**config.mk**
```make
export PLATFORM = sky130hd
export DESIGN_NAME = base_lane_unpack
export DESIGN_NICKNAME = d
export VERILOG_FILES = /design/src/rtl/base_pkg.sv /design/src/rtl/base_shiftr_enc.sv /design/src/rtl/base_lane_unpack.sv
export SDC_FILE = /design/constraint.sdc
export NUM_CORES = 1
export LEC_CHECK = 0
export CAP_MARGIN = 20
export CORE_ASPECT_RATIO = 0.5
export CORE_UTILIZATION = 55
export CTS_BUF_LIST = sky130_fd_sc_hd__clkbuf_4 sky130_fd_sc_hd__clkbuf_8
export DETAILED_ROUTE_END_ITERATION = 7
export DONT_BUFFER_PORTS = 1
export PLACE_DENSITY = 0.75
export SYNTH_ARGS = -nofsm -noshare
export SYNTH_HDL_FRONTEND = slang
export SYNTH_SLANG_ARGS = --single-unit
```
**constraint.sdc**
```tcl
create_clock -name clk -period 6.6 [get_ports clk]
set_clock_uncertainty 0.15 [all_clocks]
set_input_delay 1.32 -clock clk [delete_from_list [all_inputs] [get_ports clk]]
set_output_delay 1.32 -clock clk [all_outputs]
set_load 0.05 [all_outputs]
```
**src/rtl/base_pkg.sv**
```systemverilog
// Shared helpers for the lane-oriented stream blocks: lane-count field sizing
// and an unsigned minimum used for clamping lane counts.
package base_pkg;

    function automatic int lane_cnt_w(input int ways);
        return $clog2(ways + 1);
    endfunction

    function automatic int unsigned min_cnt(input int unsigned a, input int unsigned b);
        return (a < b) ? a : b;
    endfunction

endpackage

```
**src/rtl/base_shiftr_enc.sv**
```systemverilog
// Lane-granular right shifter with an encoded shift amount; lanes shifted in
// from above read as zero, and a shift of ways or more yields all zeros.
module base_shiftr_enc
    import base_pkg::*;
#(
    parameter int width     = 8,
    parameter int ways      = 4,
    parameter int oways     = ways,
    parameter int sel_width = lane_cnt_w(ways)
) (
    input  logic [ways*width-1:0]  i_d,
    input  logic [sel_width-1:0]   i_sel,
    output logic [oways*width-1:0] o_d
);

    always_comb begin
        // NOTE: every always_comb output gets a default first so no path can infer a latch.
        o_d = '0;
        for (int k = 0; k < oways; k++) begin
            int w_src;
            w_src = int'(i_sel) + k;
            if (w_src < ways) begin
                o_d[k*width +: width] = i_d[w_src*width +: width];
            end
        end
    end

endmodule

```
**src/rtl/base_lane_unpack.sv**
```systemverilog
// Holds one multi-lane word and releases it a variable number of lanes per
// cycle, presenting the unconsumed lanes right-justified at lane 0.
module base_lane_unpack
    import base_pkg::*;
#(
    parameter int width     = 8,
    parameter int ways      = 4,
    parameter int cnt_width = lane_cnt_w(ways)
) (
    input  logic                   clk,
    input  logic                   reset,
    input  logic                   i_v,
    output logic                   i_r,
    input  logic [ways*width-1:0]  i_d,
    output logic                   o_v,
    output logic [cnt_width-1:0]   o_avail,
    output logic [ways*width-1:0]  o_d,
    input  logic [cnt_width-1:0]   o_take,
    output logic                   o_err
);

    localparam int OFF_W = $clog2(ways);
    localparam logic [cnt_width-1:0] WAYS_CNT = cnt_width'(ways);

    logic                  r_full;
    logic [OFF_W-1:0]      r_off;
    logic [ways*width-1:0] r_dreg;
    logic                  r_err;

    logic [cnt_width-1:0]  w_off_ext;
    logic [cnt_width-1:0]  w_avail;
    logic [cnt_width-1:0]  w_eff_take;
    logic [cnt_width-1:0]  w_sum;
    logic                  w_drain;
    logic                  w_load;
    logic [ways*width-1:0] w_shift;

    assign w_off_ext  = cnt_width'(r_off);
    assign w_avail    = r_full ? (WAYS_CNT - w_off_ext) : '0;
    assign w_eff_take = cnt_width'(min_cnt(32'(o_take), 32'(w_avail)));
    // The offset plus a clamped take never exceeds ways, so the sum fits cnt_width.
    assign w_sum      = w_off_ext + w_eff_take;
    assign w_drain    = r_full & (w_sum == WAYS_CNT);
    assign w_load     = i_v & i_r;

    assign i_r     = ~r_full | w_drain;
    assign o_v     = r_full;
    assign o_avail = w_avail;
    assign o_d     = r_full ? w_shift : '0;
    assign o_err   = r_err;

    base_shiftr_enc #(
        .width (width),
        .ways  (ways),
        .oways (ways)
    ) u_shift (
        .i_d   (r_dreg),
        .i_sel (w_off_ext),
        .o_d   (w_shift)
    );

    always_ff @(posedge clk) begin
        if (reset) begin
            r_full <= 1'b0;
            r_off  <= '0;
            // NOTE: the data register is reset too, so the held word is defined from the first cycle.
            r_dreg <= '0;
            r_err  <= 1'b0;
        end else begin
            if (r_full && (o_take > w_avail)) begin
                r_err <= 1'b1;
            end
            if (w_load) begin
                r_dreg <= i_d;
                r_off  <= '0;
                r_full <= 1'b1;
            end else if (w_drain) begin
                r_full <= 1'b0;
                r_off  <= '0;
            end else if (r_full && (w_eff_take != '0)) begin
                r_off <= r_off + OFF_W'(w_eff_take);
            end
        end
    end

endmodule

```
==> flow_metrics.tcl <==
set metrics [dict create \
    layout_setup_ws_ns 0.605 \
    period_minus_slack_ns 6.00 \
    ys_ff_latch 36 \
    htreeDepth 2 \
    finalCritPeriodShare_pct 90.8 \
    path_buf_inv 2 \
    dieArea_um2 4770 \
    cp-startpoint "r_off[1]$_SDFFE_PP0P_" \
    cellLeakagePower_nw 1.06 \
    critPathMaxStageDelay_ns 1.01 \
    hold_end "r_dreg[7]$_SDFFE_PP0P_" \
    seq_area_um2 721 \
    fmaxAchievable_ghz 0.167 \
    cts_max_path_buffers 2 \
    yosysWarnings 0 \
    grt_pass1_wl_um 9240 \
    num_vias 1945 \
    syn_avg_cell_area_um2 8.39 \
    dr.pass1.iters 4 \
    via_per_inst 5.72 \
    hold_buffers 0 \
    syn2layout_area_growth_pct 3.70 \
    cap_violations 0 \
    synth.area.top_cells "dfxtp_1 (29%), mux2i_1 (23%), nand2b_1 (17%), nor2_1 (4.4%), nand2_1 (3.2%)" \
    timing.hold.ws_ns 0.332 \
    required_ns 5.13 \
    cts-root-buf "clkbuf_8" \
    cts_buffers 5 \
    r2r_setup_slack_ns 1.18 \
    cts.repair.resized 0 \
    first_global_vias 1837 \
    route.detailed.drc 0 \
    setup_viol 0 \
    die_x_um 96.7 \
    drv_slew 0 \
    hold_violations 0 \
    multi_input_area_um2 1620 \
    grt_usage_pct 24.6 \
    start_kind "flop" \
    dp.final_hpwl_um 4220 \
    fillCellCount 369 \
    path_cells "inv_1 -> ha_1 -> nand2_1 -> ha_1 -> nand2b_1 -> a21oi_1 -> nand2_1 -> o21ai_0 -> ha_1 -> inv_1 -> fa_1 -> nor2b_1 -> nand2_1 -> nand2_1" \
    crit_fanout 19 \
    insertedDiodeCount 0 \
    clkTransAtPathRegs_ns 0.07 \
    synth_top_area_share_pct 29.2 \
    wl_per_cell_um 16.8 \
    layout_common_cells "nand2b_1 (68), mux2i_1 (57), dfxtp_1 (36)" \
    dp_slack_ns 0.980 \
    drtIter0Drc 82 \
    syn_inst 294 \
    ir_worst_vdd_mv 0.134 \
    postCtsSetupBuffers 0 \
    crit_arrival_ns 4.53 \
    nets 330 \
    crit_family "adder cells" \
    syn-cell-area_um2 2470 \
    crit_top_cell "nand2_1" \
    layout_commonest_cell "nand2b_1" \
    timing.setup.tns_ns 0 \
    start_util_pct 60.1 \
    hold_depth 2 \
    status "completed" \
    cts_tree "done" \
    core_um2 4100 \
    ios 76 \
    gp_congestion 0.875 \
    worstHoldStart "r_dreg[7]$_SDFFE_PP0P_" \
    portBuffers 0 \
    synth_cell_types 37 \
    rsz0062_at_grt "no" \
    hold_class "flop to flop" \
    reg2reg_from "r_off[1]$_SDFFE_PP0P_" \
    fin_util_pct 62.3 \
    r2r-end "r_dreg[22]$_SDFFE_PP0P_" \
    r2r_cells 16 \
    endpoint_kind "primary output" \
    die_y_um 49.4 \
    postLayoutCellArea_um2 2560 \
    slew_headroom_pct 30.8 \
    cts.sinks 36 \
    rows 16 \
    gr-total-overflow 0 \
    antenna_found_initial 0 \
    ys_seq_area_share_pct 29.2 \
    powerDensity_nw_per_um2 247 \
    drive_gt1_share_pct 5.94 \
    synthesis.nets 339 \
    clk_latency_ns 0.29 \
    grt_max_degree 68 \
    synth_top_area_cell "dfxtp_1" \
    critPathKind "flop to primary output" \
    worst_pin_slew_ns 1.04 \
    ant_nets 0 \
    cpMaxStageDelayCell "dfxtp_1" \
    drt_wl_total_um 5700 \
    dpl_cell_area_um2 2460 \
]
-- power breakdown --
part | switching (mW) | internal [mW]
Combinational | 0.130 | 0.0690
Clock | 0.0823 | 0.0834
Sequential | 0.0279 | 0.240
Total | 0.240 | 0.393
-- worst max path at each step --
stage               end  slack [ns]  cells after the start
floorplan           i_r        1.63                     11
global placement    i_r        1.20                     14
detailed placement  i_r        0.98                     14
CTS                 i_r        0.65                     14
global route        i_r        0.31                     14
finish              i_r        0.60                     14
-- synthesized netlist by cell type --
cell      number
mux2i_2        1
buf_2          2
nand2b_1      68
nor3b_1        1
nor2_1        29
nor2b_1        1
mux2i_1       57
a21oi_2        1
xor2_1         1
inv_1          7
and2_1         9
a211oi_1       1
and3_1         8
a31oi_1        1
o21ai_0        2
a21oi_1       10
a31o_2         1
a2111o_1       1
buf_6          3
o211ai_2       1
a311oi_1       1
nand2_2        1
o211ai_1       1
clkbuf_1      12
nand4b_1       1
nand2_1       21
fa_1           1
o31a_1         1
nand3_1        2
buf_1          1
a211o_1        1
o311a_1        1
dfxtp_1       36
buf_4          1
inv_2          1
o211a_1        1
ha_1           6
-- cell type report --
type / instances / area share, %
timing repair buffer: 3 / 0.881
multi-input combinational: 231 / 63.5
inverter: 8 / 1.17
clock inverter: 2 / 0.391
tap: 54 / 2.64
clock buffer: 6 / 3.23
sequential: 36 / 28.2
-- through the flow --
stage | power (mW) | cells
2_1_floorplan | 0.444 | 294
3_3_place_gp | 0.464 | 332
3_5_place_dp | 0.470 | 332
4_1_cts | 0.635 | 340
5_1_grt | 0.665 | 340
6_report | 0.633 | 340
-- sequential cells by signal (all words and copies together) (netlist names) --
signal and count:
o_err 1, r_dreg 32, o_v 1, r_off 2
-- tightest hold or removal path: stages (launching register included) --
cell and delay, ns:
dfxtp_1 0.31, nand2b_1 0.07, mux2i_1 0.06
-- cells by family (layout without fill, tap and decap cells) --
| kind of cell | after synthesis | in the layout | synth area share (%) |
|---|---|---|---|
| simple gates | 141 | 141 | 30.7 |
| fa+ha+maj | 7 | 7 | 3.86 |
| xor+xnor | 1 | 1 | 0.355 |
| flops | 36 | 36 | 29.2 |
| buf+inv | 27 | 19 | 5.28 |
| compound gates | 24 | 24 | 6.85 |
| mux | 58 | 58 | 23.7 |
-- routing by layer --
layer	GRT usage [%]	vias up	routed length, um
met5	0	-	0
met3	8.60	4	340
met4	7.21	0	42
li1	-	960	-
met1	32.7	923	2810
met2	37.7	58	2510
No activity file was read; power rests on OpenSTA's default activity.
